==> config.mk <==
export PLATFORM = sky130hd
export DESIGN_NAME = alu_share_ctrl
export DESIGN_NICKNAME = d
export VERILOG_FILES = /design/src/rtl/alu_share_ctrl.sv
export SDC_FILE = /design/constraint.sdc
export NUM_CORES = 1
export LEC_CHECK = 0
export BUFFER_PORTS_ARGS = -buffer_cell sky130_fd_sc_hd__buf_4
export CORE_MARGIN = 5
export CORE_UTILIZATION = 49
export DETAILED_ROUTE_END_ITERATION = 12
export PLACE_DENSITY = 0.83
export SLEW_MARGIN = 15
export SYNTH_ARGS = -nofsm -noshare
export SYNTH_HDL_FRONTEND = slang
export SYNTH_SLANG_ARGS = --single-unit
==> constraint.sdc <==
create_clock -name clk -period 2.7 [get_ports clk]
set_clock_uncertainty 0.1 [all_clocks]
set_input_delay 0.135 -clock clk [delete_from_list [all_inputs] [get_ports clk]]
set_output_delay 0.135 -clock clk [all_outputs]
set_load 0.02 [all_outputs]
==> src/rtl/alu_share_ctrl.sv <==
// Round-robin sequencer sharing one combinational add/sub datapath between two requesters.
// Result returns SETTLE_CYCLES+1 cycles after grant; requests are level-held and wait while busy.
module alu_share_ctrl #(
    parameter int unsigned SETTLE_CYCLES = 8
) (
    input  logic       clk,
    input  logic       rst_n,
    input  logic       req0,
    input  logic       req1,
    input  logic [1:0] op0,
    input  logic [1:0] op1,
    input  logic [3:0] a0,
    input  logic [3:0] b0,
    input  logic [3:0] a1,
    input  logic [3:0] b1,
    input  logic       cin0,
    input  logic       cin1,
    output logic       gnt0,
    output logic       gnt1,
    output logic       done0,
    output logic       done1,
    output logic [3:0] res,
    output logic       res_cout,
    output logic       busy,
    output logic [1:0] alu_s,
    output logic [3:0] alu_a,
    output logic [3:0] alu_b,
    output logic       alu_cin,
    input  logic [3:0] alu_d,
    input  logic       alu_cout
);

    typedef enum logic [1:0] {
        IDLE = 2'd0,
        BUSY = 2'd1,
        DONE = 2'd2
    } state_t;

    localparam logic [7:0] CNT_LOAD = 8'(SETTLE_CYCLES - 1);

    state_t     state;
    logic [7:0] cnt;
    logic       last_winner;
    logic       pick1;

    // Requester 1 wins when alone, or on a tie when requester 0 was served last.
    assign pick1 = req1 & (~req0 | ~last_winner);

    always_ff @(posedge clk or negedge rst_n) begin
        if (!rst_n) begin
            state       <= IDLE;
            cnt         <= 8'd0;
            last_winner <= 1'b1;
            gnt0        <= 1'b0;
            gnt1        <= 1'b0;
            done0       <= 1'b0;
            done1       <= 1'b0;
            busy        <= 1'b0;
            res         <= 4'd0;
            res_cout    <= 1'b0;
            alu_s       <= 2'd0;
            alu_a       <= 4'd0;
            alu_b       <= 4'd0;
            alu_cin     <= 1'b0;
        end else begin
            done0 <= 1'b0;
            done1 <= 1'b0;
            case (state)
                IDLE: begin
                    if (req0 || req1) begin
                        state <= BUSY;
                        busy  <= 1'b1;
                        cnt   <= CNT_LOAD;
                        if (pick1) begin
                            gnt1        <= 1'b1;
                            last_winner <= 1'b1;
                            alu_s       <= op1;
                            alu_a       <= a1;
                            alu_b       <= b1;
                            alu_cin     <= cin1;
                        end else begin
                            gnt0        <= 1'b1;
                            last_winner <= 1'b0;
                            alu_s       <= op0;
                            alu_a       <= a0;
                            alu_b       <= b0;
                            alu_cin     <= cin0;
                        end
                    end
                end
                BUSY: begin
                    // Datapath inputs stay frozen until the capture edge.
                    if (cnt != 8'd0) begin
                        cnt <= cnt - 8'd1;
                    end else begin
                        res      <= alu_d;
                        res_cout <= alu_cout;
                        done0    <= gnt0;
                        done1    <= gnt1;
                        state    <= DONE;
                    end
                end
                DONE: begin
                    state <= IDLE;
                    gnt0  <= 1'b0;
                    gnt1  <= 1'b0;
                    busy  <= 1'b0;
                end
                default: begin
                    state <= IDLE;
                    gnt0  <= 1'b0;
                    gnt1  <= 1'b0;
                    busy  <= 1'b0;
                end
            endcase
        end
    end

endmodule

==> results of run 1 <==
final cells by class:
class                   count  area (µm²)
multi-input cells          92         616
inverters                   7        26.3
flip-flops and latches     32         802
clock buffers               7        65.1
well taps                  33        41.3
repair buffers             65         518
fillers                   198         910
state kept, by name (all words and copies together), names as in the netlist:
signal,flops
gnt0,1
done1,1
res,4
alu_a,4
done0,1
busy,1
cnt,8
alu_cin,1
alu_s,2
last_winner,1
gnt1,1
res_cout,1
state,2
alu_b,4
logic make-up (layout without fill, tap and decap cells):
family / count (synthesis) / count (layout) / share of synthesized area
flip-flops: 32 / 32 / 0.544
adder cells (fa/ha/maj): 1 / 1 / 0.00849
buffers and inverters: 13 / 79 / 0.0416
AND/OR/NAND/NOR: 44 / 44 / 0.160
multiplexers: 18 / 18 / 0.126
AO/OA/AOI/OAI: 29 / 29 / 0.120
cell usage after synthesis, drive strengths merged:
cell type | instances | area, µm²
and2 | 2 | 12.5
mux2 | 5 | 56.3
nor2b | 1 | 6.26
a311o | 1 | 10.0
a21oi | 17 | 85.1
o41ai | 1 | 8.76
nor4 | 1 | 6.26
mux2i | 13 | 130
or2b | 1 | 7.51
a21boi | 2 | 15.0
dfstp | 1 | 26.3
clkbuf | 3 | 11.3
or4 | 2 | 16.3
nor2 | 26 | 97.6
nand4bb | 1 | 11.3
a31oi | 2 | 12.5
a311oi | 1 | 8.76
nand2b | 2 | 12.5
or3 | 1 | 7.51
or4b | 1 | 13.8
nor3 | 4 | 25.0
a211o | 1 | 10.0
o21ai | 2 | 10.0
nand2 | 1 | 3.75
dfrtp | 31 | 776
inv | 7 | 26.3
o32a | 1 | 10.0
o22ai | 1 | 6.26
buf | 3 | 23.8
ha | 1 | 12.5
nor4b | 1 | 15.0
how the worst max path moves through the flow:
stage                             from  cells after the start  slack (ns)                  to
floorplan           cnt[3]$_DFFE_PN0P_                      5        0.57  cnt[5]$_DFFE_PN0P_
global placement    cnt[3]$_DFFE_PN0P_                      4        0.54  cnt[5]$_DFFE_PN0P_
global route        cnt[3]$_DFFE_PN0P_                      4        0.34  cnt[5]$_DFFE_PN0P_
CTS                 cnt[3]$_DFFE_PN0P_                      4        0.43  cnt[5]$_DFFE_PN0P_
detailed placement  cnt[3]$_DFFE_PN0P_                      4        0.48  cnt[5]$_DFFE_PN0P_
finish              cnt[3]$_DFFE_PN0P_                      4        0.42  cnt[5]$_DFFE_PN0P_
metrics by stage:
step | util | std cells | instance area (µm²) | setup WS (ns)
2_1_floorplan | - | 137 | 1470 | 0.572
3_5_place_dp | 0.632 | 217 | 1880 | 0.477
3_3_place_gp | 0.632 | 217 | 1880 | 0.542
6_report | 0.695 | 236 | 2070 | 0.417
5_1_grt | 0.695 | 236 | 2070 | 0.335
4_1_cts | 0.681 | 232 | 2030 | 0.432
critical path, delay by kind of cell (launching register included):
kind | cells | cell delay, ns
AND/OR/NAND/NOR | 2 | 1.23
AO/OA/AOI/OAI | 2 | 0.38
flip-flops | 1 | 0.47
placed cells by master (no fill, tap or decap), types with 2 or more instances in the layout:
cell and count:
buf_4 53, dfrtp_1 31, nor2_1 26, a21oi_1 17
mux2i_1 13, dlygate4sd3_1 12, inv_1 7, mux2_2 5
clkbuf_4 5, nor3_2 2, and2_1 2, nor3_1 2
a31oi_1 2, nand2b_1 2, o21ai_0 2, clkbuf_8 2
metal layers:
layer | vias to the layer above | wire length, µm | GRT usage
met3 | 9 | 262 | 0.0728
met4 | 0 | 65 | 0.0554
li1 | 614 | - | -
met2 | 45 | 1900 | 0.309
met5 | - | 0 | 0
met1 | 617 | 1450 | 0.225
power groups by stage:
stage / combinational, mW / clock (mW) / sequential, mW
2_1_floorplan: 0.539 / 0 / 0.987
3_3_place_gp: 0.987 / 0 / 0.861
3_5_place_dp: 1.04 / 0 / 0.870
4_1_cts: 1.06 / 0.305 / 0.873
5_1_grt: 1.17 / 0.336 / 0.908
6_report: 1.07 / 0.302 / 0.877
repair_timing:
item,CTS,global route
hold buffers,8,4
endpoints found under the hold margin,38,3
setup buffers,0,0
==> impl_metrics.ini, run 1 <==
[placed_design]
hpwlAfterDp_um = 2480
place.gp.congestion = 0.840
port_buffers = 51

[cells_and_area]
area_delta_synth_final_pct = 40.3
fin_nets = 235
drive_gt1_frac = 0.360
antenna_cells = 0

[clock_network]
htree_num_levels = 2
clk_path_buf_depth = 2
cts_tree = yes
clk_pin_slew_ns = 0.09
clock_sinks = 32
clock_latency_ns = 0.33
numCtsBuffers = 5
cts-root-buf = clkbuf_4
cts-resized-gates = 0

[global_routing]
grt_start_max_net_pins = 33
grt_usage = 0.187
grt_pass1_vias = 1333
overflow = 0
grt_pass1_wl_um = 6010
antenna_found_initial = 0

[power_and_ir_drop]
p_leak_nw = 1.00
powerDensity_nw_per_um2 = 1090
p_clk_frac = 0.135
p_total_mw = 2.25
p_switching_mw = 0.913
p_int_mw = 1.34
seqPwrFrac = 0.390
swShare = 0.406
vdd_ir_drop_max_v = 0.000568
pwr-share-comb = 0.475

[setup_path]
rrSetupSlack_ns = 0.42
cp_max_fo = 8
worst_setup_path_start_kind = flop
arrival_ns = 2.41
crit_slowest_cell = or4_1
endpoint_kind = flop
path_class = flop to flop
cp_cell_sequence = or4_1 > or4b_4 > a311o_1 > o41ai_1
reg2regPathDepth = 4
critical_path.max_stage_delay_ns = 0.68
cp.required_ns = 2.83
rr_endpoint = cnt[5]$_DFFE_PN0P_
rr_startpoint = cnt[3]$_DFFE_PN0P_

[sta]
worst_pin_slew_ns = 0.512
post-route-period-util = 0.845
whs_ns = 0.0000541
hold_viol = 0
fmax_mhz = 438
relSlewSlack = 0.657
rsz0062_at_grt = no
slew_violations = 0
tns_ns = 0
setup_viol = 0
fin_crit_ns = 2.28

[hold_path]
min_to = alu_b[0]$_DFFE_PN0P_
hp-start = b0[0]
min_path_type = primary input to flop
holdPathStages = 3

[route]
vias = 1285
vias_per_cell = 5.44
detail_route.first_pass.iterations = 4
drc = 0
wl_per_cell_um = 15.6
dr.first_iter.drc_count = 54
ant_nets = 0
drt_wl_total_um = 3680

[synth]
syn_avg_cell_area_um2 = 10.8
yosys_warnings = 0
syn-num-nets = 169
synth_area_um2 = 1470
yosysSeqAreaShare = 0.544
ys_ff_latch = 32
postSynthCellCount = 137
synth.distinct_cells = 36

[floorplanning]
die_y_um = 64.8
core_area_um2 = 2980
dieWidth_um = 64.8
dieArea_um2 = 4200
core.rowCount = 20
start_util = 0.495
io_pins = 52

[outcome]
run_status = finished, final reports clean

[run]
maxCapViolCount = 0
No activity file was read; power rests on OpenSTA's default activity.
==> run 2, diff against run 1 <==
Settings changed: CORE_UTILIZATION 49 to 44, PLACE_DENSITY 0.83 to 0.79.
Clock period 2.7 ns to 2 ns, I/O delays scaled along.
==> run 2 against run 1 <==
  * The flow now finishes with violations (negative setup slack)
  * Critical path depth did not move
  * Count of clock-buffer cells in the layout did not move
  * Die area rose by 9.6%
  * Combinational power rose by 60%
  * Hold slack improved by 0.00082 ns
  * Via count rose by 11%
  * Design area rose by 14%
  * Largest cell class unchanged
  * Highest routed layer unchanged
==> impl_metrics.ini, run 2 (synthesis gave the netlist of run 1 again) <==
[outcome]
run_status = finished with violations
violations = negative setup slack

[power_and_ir_drop]
powerDensity_nw_per_um2 = 1390
p_leak_nw = 1.13
p_total_mw = 3.28
vdd_ir_drop_max_v = 0.000785

[setup_path]
cp_max_fo = 3
critPathLaunch = cnt[6]$_DFFE_PN0P_
path_buf_inv = 0
cp_cell_sequence = or4_4 > or4b_4 > a211o_2 > o21ai_1
crit_slowest_cell = or4_4
cp.required_ns = 2.16
critPathTopFamily = simple AND/OR/NAND/NOR gates
critical_path.max_stage_delay_ns = 0.54
endpoint_kind = flop
worst_setup_path_start_kind = flop
path_class = flop to flop
rr_startpoint = cnt[6]$_DFFE_PN0P_
arrival_ns = 2.17

[placed_design]
dp_cells = 237
port_buffers = 51
hpwlAfterDp_um = 2630
place.gp.congestion = 0.820
place_area_um2 = 1950

[sta]
fin_crit_ns = 2.01
post-route-period-util = 1.01
rsz0062_at_grt = yes
hold_viol = 0
worst_pin_slew_ns = 0.396
relSlewSlack = 0.736
fmax_mhz = 497
timing.final.ws_setup_ns = -0.0133
setup_viol = 4
slew_violations = 0

[run]
maxCapViolCount = 0

[global_routing]
grt_usage = 0.192
grt_pass1_vias = 1483
grt_start_max_net_pins = 33
grt_pass1_wl_um = 6510
overflow = 0
antenna_found_initial = 0

[cells_and_area]
largest_reg_flops = 8
antenna_cells = 0
fillers = 224
final_area_um2 = 2360
area_delta_synth_final_pct = 59.8
fin_nets = 260
final_cell_mix = buf_4, dfrtp_1, dlygate4sd3_1
drive_gt1_frac = 0.377
final_common_cell = buf_4
stdcell_count = 274
top_register = cnt

[floorplanning]
io_pins = 52
dieWidth_um = 67.9
dieArea_um2 = 4610
die_y_um = 67.9
core_area_um2 = 3280
core.rowCount = 21
start_util = 0.449

[clock_network]
cts_tree = yes
htree_num_levels = 2
clk_pin_slew_ns = 0.08
cts-root-buf = clkbuf_4
numCtsBuffers = 5
clk_path_buf_depth = 2
clock_sinks = 32
clock_latency_ns = 0.33

[route]
vias = 1422
dr_wl_met2_um = 2300
route.met3.wl_um = 195
drt_wl_total_um = 4290
wl_per_cell_um = 15.7
detail_route.first_pass.iterations = 4
met1Wirelength_um = 1670
vias_per_cell = 5.19
routed.top_layer = met4
dr.first_iter.drc_count = 108
drc = 0
ant_nets = 0

[hold_path]
min_path_type = primary input to flop
hp-start = b0[0]
run 2: cell count changes in the layout (fill, tap and decap cells not counted), sizes merged:
cell	previous run	this run
dlygate4sd3	12	28
buf	53	62
run 2: cell type report:
| class | count | area (µm²) | share of cell area |
|---|---|---|---|
| clock buffers | 7 | 65.1 | 0.0276 |
| inverters | 7 | 26.3 | 0.0112 |
| multi-input cells | 92 | 656 | 0.278 |
| flip-flops and latches | 32 | 802 | 0.340 |
| well taps | 46 | 57.6 | 0.0244 |
| repair buffers | 90 | 749 | 0.318 |
run 2: final timing paths:
| check | to | slack (ns) | cells past startpoint |
|---|---|---|---|
| hold / removal | alu_b[0]$_DFFE_PN0P_ | 0.0009 | 3 |
| hold reg to reg | res_cout$_DFFE_PN0P_ | 0.42 | 1 |
| min in group asynchronous | done1$_DFF_PN0_ | 0.13 | 2 |
| setup reg to reg | cnt[3]$_DFFE_PN0P_ | -0.01 | 4 |
| max in group asynchronous | last_winner$_DFFE_PN1P_ | 1.35 | 2 |
| setup / recovery | cnt[3]$_DFFE_PN0P_ | -0.01 | 4 |
run 2: per-stage QoR:
stage / hold slack [ns] / TNS, ns / utilization / worst slack (ns)
finish: 0.000872 / -0.0197 / 0.717 / -0.0133
global route: 0.00437 / -0.222 / 0.717 / -0.0467
CTS: 0.00929 / 0 / 0.703 / 0.00222
detailed placement: -0.0435 / 0 / 0.594 / 0.00109
global placement: -0.0489 / 0 / 0.594 / 0.0575
floorplan: -0.296 / -0.234 / - / -0.0821
run 2: worst min-delay path: stages:
cell and delay, ns:
buf_4 0.07, mux2i_1 0.06, a21oi_1 0.15
run 2: metal layers:
metal	up-vias	global-route usage
met5	-	0
met4	0	0.0918
met2	47	0.332
met3	13	0.0411
li1	663	-
met1	699	0.225
run 2: what timing repair did:
item / in CTS / in global routing
hold buffers: 28 / 0
gates resized for setup: 3 / 6
endpoints found under the setup margin: 3 / 14
hold endpoints to repair: 49 / 0
buffers inserted: 0 / 1
cloned: 0 / 1
run 2: where the power goes:
group	internal (mW)	leakage (nW)	switching (mW)
Sequential	0.938	0.385	0.240
Combinational	0.826	0.707	0.880
Clock	0.199	0.0374	0.201
Total	1.96	1.13	1.32
==> run 3, diff against run 2 <==
Settings changed: BUFFER_PORTS_ARGS -buffer_cell sky130_fd_sc_hd__buf_4 to not set, CORE_UTILIZATION 44 to 53, DONT_BUFFER_PORTS set to 1, PLACE_DENSITY 0.79 to 0.75.
==> run 3 against run 2 <==
  * The flow still finishes with violations (negative setup slack)
  * Die area fell by 15%
  * Cell count fell by 23%
  * Register-to-register slack barely moved
  * Sequential share of layout area rose by 6.1 points
  * Largest cell class unchanged
  * Core utilization rose by 2.0 points
  * Critical endpoint is now cnt[5]$_DFFE_PN0P_
  * Non-clock buffer count fell by 49
  * Combinational power fell by 27%
  * Global-route usage rose by 0.95 points
  * Maximum frequency rose by 0.51%
  * Routed wire length fell by 0.33%
==> impl_metrics.ini, run 3 (synthesis gave the netlist of run 1 again) <==
[floorplanning]
io_pins = 52
die_y_um = 62.7
dieWidth_um = 62.7
start_util = 0.544
dieArea_um2 = 3940
core.rowCount = 19
core_area_um2 = 2710

[cells_and_area]
fillers = 161
antenna_cells = 0
largest_reg_flops = 8
top_register = cnt
fin_util = 0.738
area_delta_synth_final_pct = 35.7
drive_gt1_frac = 0.184
final_area_um2 = 2000
final_cell_mix = dfrtp_1, dlygate4sd3_1, nor2_1
fin_nets = 211

[sta]
whs_ns = 0.0945
tns_ns = -0.00315
slew_violations = 0
post-route-period-util = 1.00
fin_crit_ns = 2.00
rsz0062_at_grt = yes
worst_pin_slew_ns = 0.347
timing.final.ws_setup_ns = -0.00315
fmax_mhz = 499
setup_viol = 1
relSlewSlack = 0.768
hold_viol = 0

[power_and_ir_drop]
p_total_mw = 3.02
p_int_mw = 1.68
powerDensity_nw_per_um2 = 1510
swShare = 0.442
pwr-share-comb = 0.411
p_switching_mw = 1.33
p_leak_nw = 0.899
seqPwrFrac = 0.475
p_clk_frac = 0.114
vdd_ir_drop_max_v = 0.00103

[outcome]
run_status = finished with violations
violations = negative setup slack

[route]
vias_per_cell = 6.03
wl_per_cell_um = 20.4
vias = 1267
dr.first_iter.drc_count = 50
drc = 0
detail_route.first_pass.iterations = 4
ant_nets = 0
drt_wl_total_um = 4280

[clock_network]
clock_sinks = 32
cts_tree = yes
clk_path_buf_depth = 2
clock_latency_ns = 0.33
post-cts-setup-buffer-count = 0
htree_num_levels = 2
cts-root-buf = clkbuf_4
clk_pin_slew_ns = 0.10
numCtsBuffers = 5

[setup_path]
rr_endpoint = cnt[5]$_DFFE_PN0P_
reg2regPathDepth = 4
endpoint_kind = flop
arrival_ns = 2.14
rrSetupSlack_ns = -0.003
worst_setup_path_start_kind = flop
path_class = flop to flop
cp.required_ns = 2.14
cp_max_fo = 3
rr_startpoint = cnt[6]$_DFFE_PN0P_

[global_routing]
overflow = 0
grt_pass1_wl_um = 6180
grt_start_max_net_pins = 33
grt_pass1_vias = 1325
grt_usage = 0.201
antenna_found_initial = 0

[placed_design]
port_buffers = 0
place_area_um2 = 1550
place.gp.congestion = 0.817
hpwlAfterDp_um = 2260

[run]
maxCapViolCount = 0

[hold_path]
min_path_type = primary input to async pin
run 3: changes by cell type in the layout (fill, tap and decap cells not counted), moves of 2 or more:
| cell | previous run | this run |
|---|---|---|
| clkbuf_8 | 2 | 0 |
| mux2_2 | 5 | 0 |
| dlygate4sd3_1 | 28 | 31 |
| mux2_4 | 0 | 5 |
| buf_4 | 61 | 7 |
run 3: power by group through the flow:
stage | sequential, mW | combinational (mW) | clock (mW)
final | 1.43 | 1.24 | 0.344
after CTS | 1.40 | 1.06 | 0.341
after global placement | 1.39 | 0.866 | 0
after floorplan | 1.33 | 0.748 | 0
after detailed placement | 1.41 | 0.928 | 0
after global routing | 1.47 | 1.35 | 0.384
run 3: worst max-delay path by stage:
stage,from,to,slack [ns],depth (start not counted)
final,cnt[6]$_DFFE_PN0P_,cnt[5]$_DFFE_PN0P_,-0.003,4
after CTS,cnt[6]$_DFFE_PN0P_,cnt[5]$_DFFE_PN0P_,0.0007,4
after global placement,cnt[6]$_DFFE_PN0P_,cnt[3]$_DFFE_PN0P_,0.06,4
after detailed placement,cnt[6]$_DFFE_PN0P_,cnt[5]$_DFFE_PN0P_,0.005,4
after floorplan,cnt[3]$_DFFE_PN0P_,cnt[3]$_DFFE_PN0P_,-0.08,5
after global routing,cnt[6]$_DFFE_PN0P_,cnt[0]$_DFFE_PN0P_,-0.04,6
run 3: layout make-up:
cell class,count,area (µm²),share of cell area
Sequential cell,32,802,0.401
Timing Repair Buffer,41,405,0.203
Clock inverter,1,5.00,0.00250
Inverter,7,26.3,0.0131
Multi-Input combinational cell,92,681,0.340
Clock buffer,6,41.3,0.0207
Tap cell,31,38.8,0.0194
run 3: per-layer routing:
layer,wire [µm],up-vias,track usage
met3,271,18,0.0701
met5,0,-,0
met1,1500,622,0.209
met2,2310,59,0.354
met4,198,0,0.103
li1,-,568,-
run 3: timing repair:
action / 4_1_cts / 5_1_grt
hold buffers: 32 / 0
setup endpoints to repair: 7 / 11
hold endpoints to repair: 51 / 0
gates resized for setup: 2 / 12
run 3: stage by stage:
| step | setup slack [ns] | cells |
|---|---|---|
| 6_report | -0.00315 | 210 |
| 5_1_grt | -0.0439 | 210 |
| 3_5_place_dp | 0.00521 | 171 |
| 2_1_floorplan | -0.0821 | 137 |
| 4_1_cts | 0.000661 | 210 |
| 3_3_place_gp | 0.0641 | 171 |
run 3: critical path, stage by stage (launching register included):
cell     delay (ns)
dfrtp_1        0.40
or4_4          0.55
or4b_4         0.51
a311o_1        0.30
o41ai_2        0.06
